--- config.mk ---
export PLATFORM = sky130hd
export DESIGN_NAME = plot_sweeper
export DESIGN_NICKNAME = d
export VERILOG_FILES = /design/src/rtl/plot_pkg.sv /design/src/rtl/segment_emitter.sv /design/src/rtl/plot_sweeper.sv
export SDC_FILE = /design/constraint.sdc
export NUM_CORES = 1
export LEC_CHECK = 0
export BUFFER_PORTS_ARGS = -buffer_cell sky130_fd_sc_hd__buf_4
export CORE_MARGIN = 1.5
export CORE_UTILIZATION = 57
export DETAILED_ROUTE_END_ITERATION = 10
export GPL_TIMING_DRIVEN = 0
export PLACE_DENSITY = 0.84
export SYNTH_ARGS = -nofsm -noshare
export SYNTH_HDL_FRONTEND = slang
export SYNTH_HIERARCHICAL = 1
export SYNTH_SLANG_ARGS = --single-unit
--- constraint.sdc ---
create_clock -name clk -period 3.2 [get_ports clk]
set_clock_uncertainty 0.15 [all_clocks]
set_input_delay 0.16 -clock clk [delete_from_list [all_inputs] [get_ports clk]]
set_output_delay 0.16 -clock clk [all_outputs]
set_load 0.03 [all_outputs]
--- src/rtl/plot_pkg.sv ---
// rtl/plot_pkg.sv - shared FSM state type and width helper for the plot sweeper
package plot_pkg;

    typedef enum logic [2:0] {
        IDLE,
        REQ,
        SKIP,
        WAIT,
        DRAW,
        NEXT,
        FIN
    } state_e;

    // Bits needed to index n items; never narrower than one bit.
    function automatic int width_of(input int n);
        return (n > 1) ? $clog2(n) : 1;
    endfunction

endpackage

--- src/rtl/segment_emitter.sv ---
// rtl/segment_emitter.sv - walks one column segment lo..hi as framebuffer writes with fb_ready backpressure
module segment_emitter #(
    parameter int XW = 10,
    parameter int YW = 9
) (
    input  logic          clk,
    input  logic          rst_n,
    input  logic          load,
    input  logic [YW-1:0] lo,
    input  logic [YW-1:0] hi,
    input  logic [XW-1:0] col,
    input  logic          fb_ready,
    output logic          fb_we,
    output logic [XW-1:0] fb_x,
    output logic [YW-1:0] fb_y
);

    logic          active_q, active_d;
    logic [YW-1:0] row_q, row_d;
    logic [YW-1:0] hi_q, hi_d;
    logic [XW-1:0] col_q, col_d;

    always_comb begin
        active_d = active_q;
        row_d    = row_q;
        hi_d     = hi_q;
        col_d    = col_q;
        if (load) begin
            active_d = 1'b1;
            row_d    = lo;
            hi_d     = hi;
            col_d    = col;
        end else if (active_q && fb_ready) begin
            // Stop on hi rather than counting past it so the row never wraps.
            if (row_q == hi_q) begin
                active_d = 1'b0;
            end else begin
                row_d = row_q + 1'b1;
            end
        end
    end

    always_ff @(posedge clk or negedge rst_n) begin
        if (!rst_n) begin
            active_q <= 1'b0;
            row_q    <= '0;
            hi_q     <= '0;
            col_q    <= '0;
        end else begin
            active_q <= active_d;
            row_q    <= row_d;
            hi_q     <= hi_d;
            col_q    <= col_d;
        end
    end

    assign fb_we = active_q;
    assign fb_x  = col_q;
    assign fb_y  = row_q;

endmodule

--- src/rtl/plot_sweeper.sv ---
// rtl/plot_sweeper.sv - sweeps every column through the stack machine and draws connected vertical segments
module plot_sweeper
    import plot_pkg::*;
#(
    parameter int HOR_ACTIVE_PIXELS = 640,
    parameter int VER_ACTIVE_PIXELS = 480,
    localparam int XW = width_of(HOR_ACTIVE_PIXELS),
    localparam int YW = width_of(VER_ACTIVE_PIXELS)
) (
    input  logic          clk,
    input  logic          rst_n,
    input  logic          start,
    output logic          busy,
    output logic          done,
    output logic          sm_start,
    input  logic          sm_ready,
    output logic [XW-1:0] sm_x,
    input  logic [YW-1:0] sm_y,
    output logic          fb_we,
    output logic [XW-1:0] fb_x,
    output logic [YW-1:0] fb_y,
    input  logic          fb_ready
);

    localparam logic [XW-1:0] X_LAST = XW'(HOR_ACTIVE_PIXELS - 1);
    localparam logic [YW:0]   Y_LIM  = (YW+1)'(VER_ACTIVE_PIXELS);

    state_e        state_q, state_d;
    logic [XW-1:0] x_q, x_d;
    logic [YW-1:0] prev_y_q, prev_y_d;
    logic [YW-1:0] cur_y_q, cur_y_d;
    logic          has_prev_q, has_prev_d;
    logic          busy_q, busy_d;
    logic          done_q, done_d;
    logic          sm_start_q, sm_start_d;

    logic          seg_load;
    logic [YW-1:0] seg_lo, seg_hi;
    logic          cur_on;

    always_comb begin
        state_d    = state_q;
        x_d        = x_q;
        prev_y_d   = prev_y_q;
        cur_y_d    = cur_y_q;
        has_prev_d = has_prev_q;
        busy_d     = busy_q;
        done_d     = 1'b0;
        sm_start_d = 1'b0;
        seg_load   = 1'b0;

        // Segment bounds are formed straight from sm_y so the emitter loads as DRAW is entered.
        cur_on = {1'b0, sm_y} < Y_LIM;
        seg_lo = sm_y;
        seg_hi = sm_y;
        if (has_prev_q) begin
            seg_lo = (prev_y_q < sm_y) ? prev_y_q : sm_y;
            seg_hi = (prev_y_q < sm_y) ? sm_y : prev_y_q;
        end

        case (state_q)
            IDLE: begin
                if (start) begin
                    x_d        = '0;
                    has_prev_d = 1'b0;
                    busy_d     = 1'b1;
                    state_d    = REQ;
                end
            end
            REQ: begin
                if (sm_ready) begin
                    sm_start_d = 1'b1;
                    state_d    = SKIP;
                end
            end
            SKIP: state_d = WAIT;
            WAIT: begin
                if (sm_ready) begin
                    cur_y_d  = sm_y;
                    seg_load = cur_on;
                    state_d  = DRAW;
                end
            end
            DRAW: begin
                if (!fb_we) begin
                    state_d = NEXT;
                end
            end
            NEXT: begin
                prev_y_d   = cur_y_q;
                has_prev_d = {1'b0, cur_y_q} < Y_LIM;
                if (x_q == X_LAST) begin
                    state_d = FIN;
                end else begin
                    x_d     = x_q + 1'b1;
                    state_d = REQ;
                end
            end
            FIN: begin
                done_d  = 1'b1;
                busy_d  = 1'b0;
                state_d = IDLE;
            end
            default: state_d = IDLE;
        endcase
    end

    always_ff @(posedge clk or negedge rst_n) begin
        if (!rst_n) begin
            state_q    <= IDLE;
            x_q        <= '0;
            prev_y_q   <= '0;
            cur_y_q    <= '0;
            has_prev_q <= 1'b0;
            busy_q     <= 1'b0;
            done_q     <= 1'b0;
            sm_start_q <= 1'b0;
        end else begin
            state_q    <= state_d;
            x_q        <= x_d;
            prev_y_q   <= prev_y_d;
            cur_y_q    <= cur_y_d;
            has_prev_q <= has_prev_d;
            busy_q     <= busy_d;
            done_q     <= done_d;
            sm_start_q <= sm_start_d;
        end
    end

    segment_emitter #(
        .XW(XW),
        .YW(YW)
    ) u_segment_emitter (
        .clk      (clk),
        .rst_n    (rst_n),
        .load     (seg_load),
        .lo       (seg_lo),
        .hi       (seg_hi),
        .col      (x_q),
        .fb_ready (fb_ready),
        .fb_we    (fb_we),
        .fb_x     (fb_x),
        .fb_y     (fb_y)
    );

    assign busy     = busy_q;
    assign done     = done_q;
    assign sm_start = sm_start_q;
    assign sm_x     = x_q;

endmodule

==> impl_metrics.csv, run 1 <==
group,metric,value,unit
routing,route.vias.total,2762,
global_route,first_global_vias,2782,
placed_design,globalplace.congestion,0.908,
routing,post-route-drc-count,0,
min_path,hold_class,"in2reg",
power_and_ir_drop,static-leakage-power,1.99,nW
clock_tree,clkLatencyLatePin,0.34,ns
critical_path,crit_cells,7,
synth,count_of_cell_types_in_the_netlist,53,
finish,num-nets-final,421,
sta,timing.fmax,349,MHz
min_path,hold-path-cell-count,3,
critical_path,critPathTopFamily,"buffers and inverters",
sta,relSlewSlack,47.4,%
sta,setup_ws,0.334,ns
sta,setup_violations,0,
critical_path,required,3.28,ns
sta,hold_viol,0,
critical_path,crit_path_max_fanout,10,
finish,antennaDiodeCount,0,
clock_tree,cts_made_buffers,9,
die,floorplan.io_pins,47,
synth,fraction_of_the_mapped_netlist_area_in_compound_gates,10.7,%
clock_tree,tritoncts,"yes",
sta,hold_ws,0.0233,ns
global_route,grt_pass1_wl,13.0,mm
global_route,grt_usage,26.5,%
clock_tree,clock_tree.htree_level_count,3,
sta,unrepaired_setup_endpoints_after_global_routing,"false",
global_route,grt_antenna_before_repair,0,
placed_design,dpl.hpwl,5.49,mm
synth,synth-xor-area-share,3.60,%
routing,first_iter_violations,219,
critical_path,cp_num_buf_inv,4,
finish,final_layout_size_suffix_gt1_share,28.1,%
power_and_ir_drop,cellPowerDensity,909,mW/mm²
synth,synth_area_per_cell,10.4,µm²
critical_path,arrival,2.94,ns
clock_tree,clockBufferDepth,2,
synth,synthMuxAreaShare,13.8,%
power_and_ir_drop,vdd_ir_drop_max,0.000576,V
routing,wl_per_cell,16.7,µm
die,die_height,80.3,µm
clock_tree,cts.root.buffer_cell,"clkbuf_8",
synth,post_synthesis_instance_area,0.00341,mm²
routing,drt-pass1-iter-count,5,
routing,route.antenna.remaining_nets,0,
finish,post_layout_nonfiller_instances,474,
die,initial_standard_cell_utilization_of_the_core,60.4,%
sta,worst-slew-pin-transition,0.790,ns
synth,synth_seq_cells,64,
die,floorplan.rows,27,
placed_design,post_placement_worst_setup_slack,0.180,ns
critical_path,stage_delay_of_the_slowest_cell_on_the_critical_path,0.42,ns
die,die-area,0.00645,mm²
synth,synth_fa_ha_area_share,3.67,%
synth,synth_simple_gate_area_share,16.8,%
die,chipWidth,80.3,µm
critical_path,kind_of_start_point_of_the_critical_path,"flop",
clock_tree,clk_pin_slew_worst_paths,0.07,ns
placed_design,placed_cells,447,
synth,number_of_enable_flip_flop_cells_after_synthesis,0,
synth,synthesis.instances,329,
sta,period_share,89.6,%
outcome,run_status,"finished clean",
synth,postSynth.topFlopCell,"dfrtp_1",
synth,synth_top_family_by_area,"simple AND/OR/NAND/NOR gates",
die,design.core.area,0.00564,mm²
critical_path,end_kind,"flop",
sta,final.setup.tns,0,ns
sta,timing.final.max_slew_violations,0,
finish,utilization,73.1,%
synth,synth.yosys.warnings,6,
synth,synth_seq_area_share,47.0,%
job,max-cap-violations,0,
routing,wirelength,7.93,mm
synth,synth_async_sr_flop_share,100,%
placed_design,port_buffers,46,
global_route,largest_net_degree_at_the_start_of_global_routing,65,
routing,vias_per_cell,5.83,
sta,final.min_clock_period,2.87,ns
critical_path,cp_cell_sequence,"clkbuf_2, nand4b_1, clkbuf_1, a41oi_1, clkbuf_1, clkbuf_2, mux2_2",
finish,area_delta_synth_final,20.9,%
critical_path,worst_r2r_path_depth,7,
synth,mappedNetlistNets,353,
clock_tree,cts_sinks,64,
global_route,grt_overflow,0,
critical_path,cell_at_the_slowest_stage_of_the_critical_path,"nand4b_1",
critical_path,timing.setup.critical_path_class,"reg2reg",
synthesized netlist by cell type (all sizes together), types with 2 or more instances:
cell | instances | area [µm²]
mux2 | 38 | 462
xor2 | 12 | 105
o21ai | 19 | 95.1
and3 | 4 | 25.0
nand2 | 53 | 199
nor2 | 15 | 56.3
nand3 | 9 | 50.1
nand4b | 2 | 17.5
clkbuf | 6 | 23.8
o31ai | 3 | 27.5
inv | 15 | 56.3
dfrtp | 64 | 1600
a31oi | 4 | 31.3
or3 | 5 | 31.3
a41oi | 2 | 17.5
a22oi | 3 | 22.5
nand4 | 7 | 43.8
nor2b | 4 | 25.0
nor3 | 6 | 35.0
ha | 10 | 125
xnor2 | 2 | 17.5
nand3b | 3 | 22.5
buf | 8 | 68.8
or4 | 2 | 15.0
nor4 | 2 | 12.5
a21oi | 12 | 60.1
registers in the layout, indices dropped and copies added (netlist names):
register / cells
u_segment_emitter/fb_x: 10
cur_y_q: 9
prev_y_q: 9
sm_x: 10
u_segment_emitter/fb_y: 9
has_prev_q: 1
u_segment_emitter/hi_q: 9
done: 1
u_segment_emitter/fb_we: 1
sm_start: 1
busy: 1
state_q: 3
final timing paths:
check / from / to / slack (ns)
worst max-delay path: state_q[0] / u_segment_emitter/hi_q[7] / 0.33
worst max register to register: state_q[0] / u_segment_emitter/hi_q[7] / 0.33
min in group asynchronous: rst_n / cur_y_q[2] / 0.29
worst min-delay path: sm_y[8] / cur_y_q[8] / 0.02
max in group asynchronous: rst_n / state_q[0] / 2.09
worst min register to register: cur_y_q[4] / prev_y_q[4] / 0.32
kinds of logic after synthesis:
logic type / after synthesis
AND/OR/NAND/NOR: 117
flip-flops: 64
AO/OA/AOI/OAI: 56
multiplexers: 39
buffers and inverters: 29
XOR/XNOR: 14
adder cells (fa/ha/maj): 10
worst reg2reg max path, stage by stage, from the launching register on:
cell,delay [ns]
dfrtp_1,0.32
clkbuf_2,0.15
nand4b_1,0.42
clkbuf_1,0.36
a41oi_1,0.24
clkbuf_1,0.36
clkbuf_2,0.37
mux2_2,0.38
layout make-up:
type,instances,area (µm²)
multi-input cells,236,1660
flip-flops and latches,64,1600
fillers,409,1520
repair buffers,57,455
clock buffers,11,131
plain buffers,14,95.1
well taps,72,90.1
inverters,15,56.3
clock inverters,5,33.8
routing by layer:
layer	global-route usage [%]	wire length [µm]
met5	0	0
met1	32.6	3390
met3	4.43	377
met4	13.3	189
met2	44.8	3980
where the power goes:
| group | internal, mW | switching, mW |
|---|---|---|
| clock network | 0.280 | 0.319 |
| logic | 0.739 | 0.936 |
| registers | 1.13 | 0.337 |
through the flow:
step / power, mW / area [µm²]
after floorplan: 2.58 / 3410
after global placement: 3.05 / 3840
after detailed placement: 3.13 / 3840
after CTS: 3.75 / 4120
after global routing: 3.99 / 4120
final: 3.75 / 4120
cell usage in the layout, fill, tap and decap left out, types with 3 or more instances in the layout:
cell type and n:
dlygate4sd3_1 11, or3_1 5, o21ai_0 19, mux2_2 29
ha_1 10, nor3_1 5, nand4_1 7, buf_4 46
nand3_1 8, a21oi_1 12, xor2_1 12, buf_6 5
nor2_1 15, a22oi_1 3, inv_1 15, dfrtp_1 64
clkbuf_8 9, mux2_4 9, clkbuf_1 7, nor2b_1 4
and3_1 4, nand2_1 53, nand3b_1 3, a31oi_1 3
clkbuf_2 3
timing repair:
action	in CTS	in global routing
buffers inserted	0	0
resized for setup	0	2
endpoints found under the setup margin	0	17
endpoints found under the hold margin	75	0
hold buffers	11	0
(Power assumes the default switching activity.)
==> run 2, diff against run 1 <==
--- a/config.mk
+++ b/config.mk
@@ -10,6 +10,7 @@
 export CORE_UTILIZATION = 57
 export DETAILED_ROUTE_END_ITERATION = 10
 export GPL_TIMING_DRIVEN = 0
+export MAX_ROUTING_LAYER = met4
 export PLACE_DENSITY = 0.84
 export SYNTH_ARGS = -nofsm -noshare
 export SYNTH_HDL_FRONTEND = slang
==> run 2 against run 1 <==
  * Cell count unchanged
  * Routed wire length increased by 0.33%
  * Die area unchanged
  * Sequential cell count unchanged
  * Design area unchanged
  * Register-to-register slack got worse by 0.03 ns
  * Highest routed layer unchanged
==> impl_metrics.csv, run 2 (synthesis results as in run 1) <==
group,metric,value,unit
job,max-cap-violations,0,
finish,num-nets-final,421,
finish,layout.cells.most_common_list,"64 x dfrtp_1, 53 x nand2_1, 46 x buf_4, 29 x mux2_2, 19 x o21ai_0",
routing,route.vias.total,2786,
critical_path,required,3.28,ns
sta,final.setup.tns,0,ns
global_route,first_global_vias,2776,
global_route,grt_usage,27.4,%
sta,timing.fmax,345,MHz
placed_design,port_buffers,46,
critical_path,reg2reg_from,"state_q[0]",
finish,utilization,73.1,%
sta,unrepaired_setup_endpoints_after_global_routing,"false",
clock_tree,cts_sinks,64,
global_route,grt_busiest_layer,"met2",
routing,wl_per_cell,16.8,µm
outcome,run_status,"finished clean",
global_route,grt_overflow,0,
critical_path,worst_setup_path_startpoint,"state_q[0]",
die,chipWidth,80.3,µm
power_and_ir_drop,vdd_ir_drop_max,0.000576,V
die,die_height,80.3,µm
critical_path,worst_r2r_path_depth,7,
clock_tree,cts.root.buffer_cell,"clkbuf_8",
global_route,grt_pass1_wl,13.0,mm
global_route,met1_usage,33.3,%
clock_tree,cts_made_buffers,9,
critical_path,crit_path_max_fanout,10,
global_route,grt_util_met2,45.0,%
die,die-area,0.00645,mm²
placed_design,globalplace.congestion,0.924,
clock_tree,tritoncts,"yes",
die,floorplan.rows,27,
die,design.core.area,0.00564,mm²
critical_path,rrSetupSlack,0.31,ns
critical_path,crit-reg2reg-capture,"u_segment_emitter/hi_q[2]",
sta,setup_violations,0,
routing,route.antenna.remaining_nets,0,
sta,timing.final.max_slew_violations,0,
global_route,global_route.usage.met3,3.86,%
finish,antennaDiodeCount,0,
clock_tree,clockBufferDepth,2,
min_path,hold_start,"sm_y[8]",
sta,period_share,90.5,%
routing,wirelength,7.96,mm
clock_tree,clock_tree.htree_level_count,3,
critical_path,crit_path_end,"u_segment_emitter/hi_q[2]",
die,initial_standard_cell_utilization_of_the_core,60.4,%
critical_path,timing.setup.critical_path_class,"reg2reg",
routing,vias_per_cell,5.88,
critical_path,arrival,2.97,ns
power_and_ir_drop,static-leakage-power,1.99,nW
sta,relSlewSlack,46.4,%
global_route,largest_net_degree_at_the_start_of_global_routing,65,
global_route,grt_antenna_before_repair,0,
finish,final_layout_size_suffix_gt1_share,28.1,%
clock_tree,clk_pin_slew_worst_paths,0.07,ns
sta,final.min_clock_period,2.89,ns
routing,first_iter_violations,196,
placed_design,dpl.hpwl,5.49,mm
min_path,hold_class,"in2reg",
routing,post-route-drc-count,0,
die,floorplan.io_pins,47,
critical_path,kind_of_start_point_of_the_critical_path,"flop",
clock_tree,clkLatencyLatePin,0.34,ns
sta,hold_viol,0,
finish,mostFrequentLayoutCell,"dfrtp_1",
power_and_ir_drop,cellPowerDensity,909,mW/mm²
finish,filler_cell_count,409,
sta,worst-slew-pin-transition,0.804,ns
critical_path,end_kind,"flop",
finish,area_delta_synth_final,20.9,%
routing,drt-pass1-iter-count,4,
## run 2: worst min path at each step
stage,cells after the start,endpoint
CTS,3,cur_y_q[8]
finish,3,cur_y_q[8]
floorplan,0,busy
global route,3,cur_y_q[8]
detailed placement,1,cur_y_q[2]
global placement,1,prev_y_q[2]
## run 2: report_power, final
| part | total (mW) | internal [mW] | switching (mW) |
|---|---|---|---|
| clock network | 0.600 | 0.280 | 0.320 |
| registers | 1.47 | 1.13 | 0.335 |
| logic | 1.68 | 0.739 | 0.939 |
## run 2: stage by stage
step | instance area (µm²) | total power, mW | hold WS, ns | worst slack [ns] | cells
floorplan | 3410 | 2.58 | -0.286 | 0.827 | 329
global placement | 3840 | 3.05 | 0.143 | 0.268 | 447
detailed placement | 3840 | 3.13 | 0.146 | 0.180 | 447
CTS | 4120 | 3.75 | 0.00441 | 0.143 | 474
global route | 4120 | 3.99 | 0.0294 | 0.141 | 474
finish | 4120 | 3.75 | 0.0187 | 0.305 | 474
## run 2: repair_timing
| action | 4_1_cts | 5_1_grt |
|---|---|---|
| setup buffers | 0 | 0 |
| resized for setup | 0 | 2 |
| hold buffers | 11 | 0 |
| endpoints found under the hold margin | 75 | 0 |
| setup endpoints to repair | 0 | 19 |
## run 2: layout make-up
type                            count  area [µm²]  share of cell area (%)
Timing Repair Buffer               57         455                    11.0
Tap cell                           72        90.1                    2.19
Buffer                             14        95.1                    2.31
Multi-Input combinational cell    236        1660                    40.2
Inverter                           15        56.3                    1.37
Sequential cell                    64        1600                    38.8
Clock inverter                      5        33.8                   0.819
Clock buffer                       11         131                    3.19
## run 2: critical path: stages, from the launching register on
cell,delay (ns)
dfrtp_1,0.32
clkbuf_2,0.15
nand4b_1,0.42
clkbuf_1,0.36
a41oi_1,0.23
clkbuf_1,0.38
clkbuf_2,0.38
mux2_2,0.38
## run 2: layer usage
layer	up-vias	wire length [µm]
li1	1307	-
met1	1367	3470
met2	102	4010
met3	10	356
met4	0	125
met5	-	0
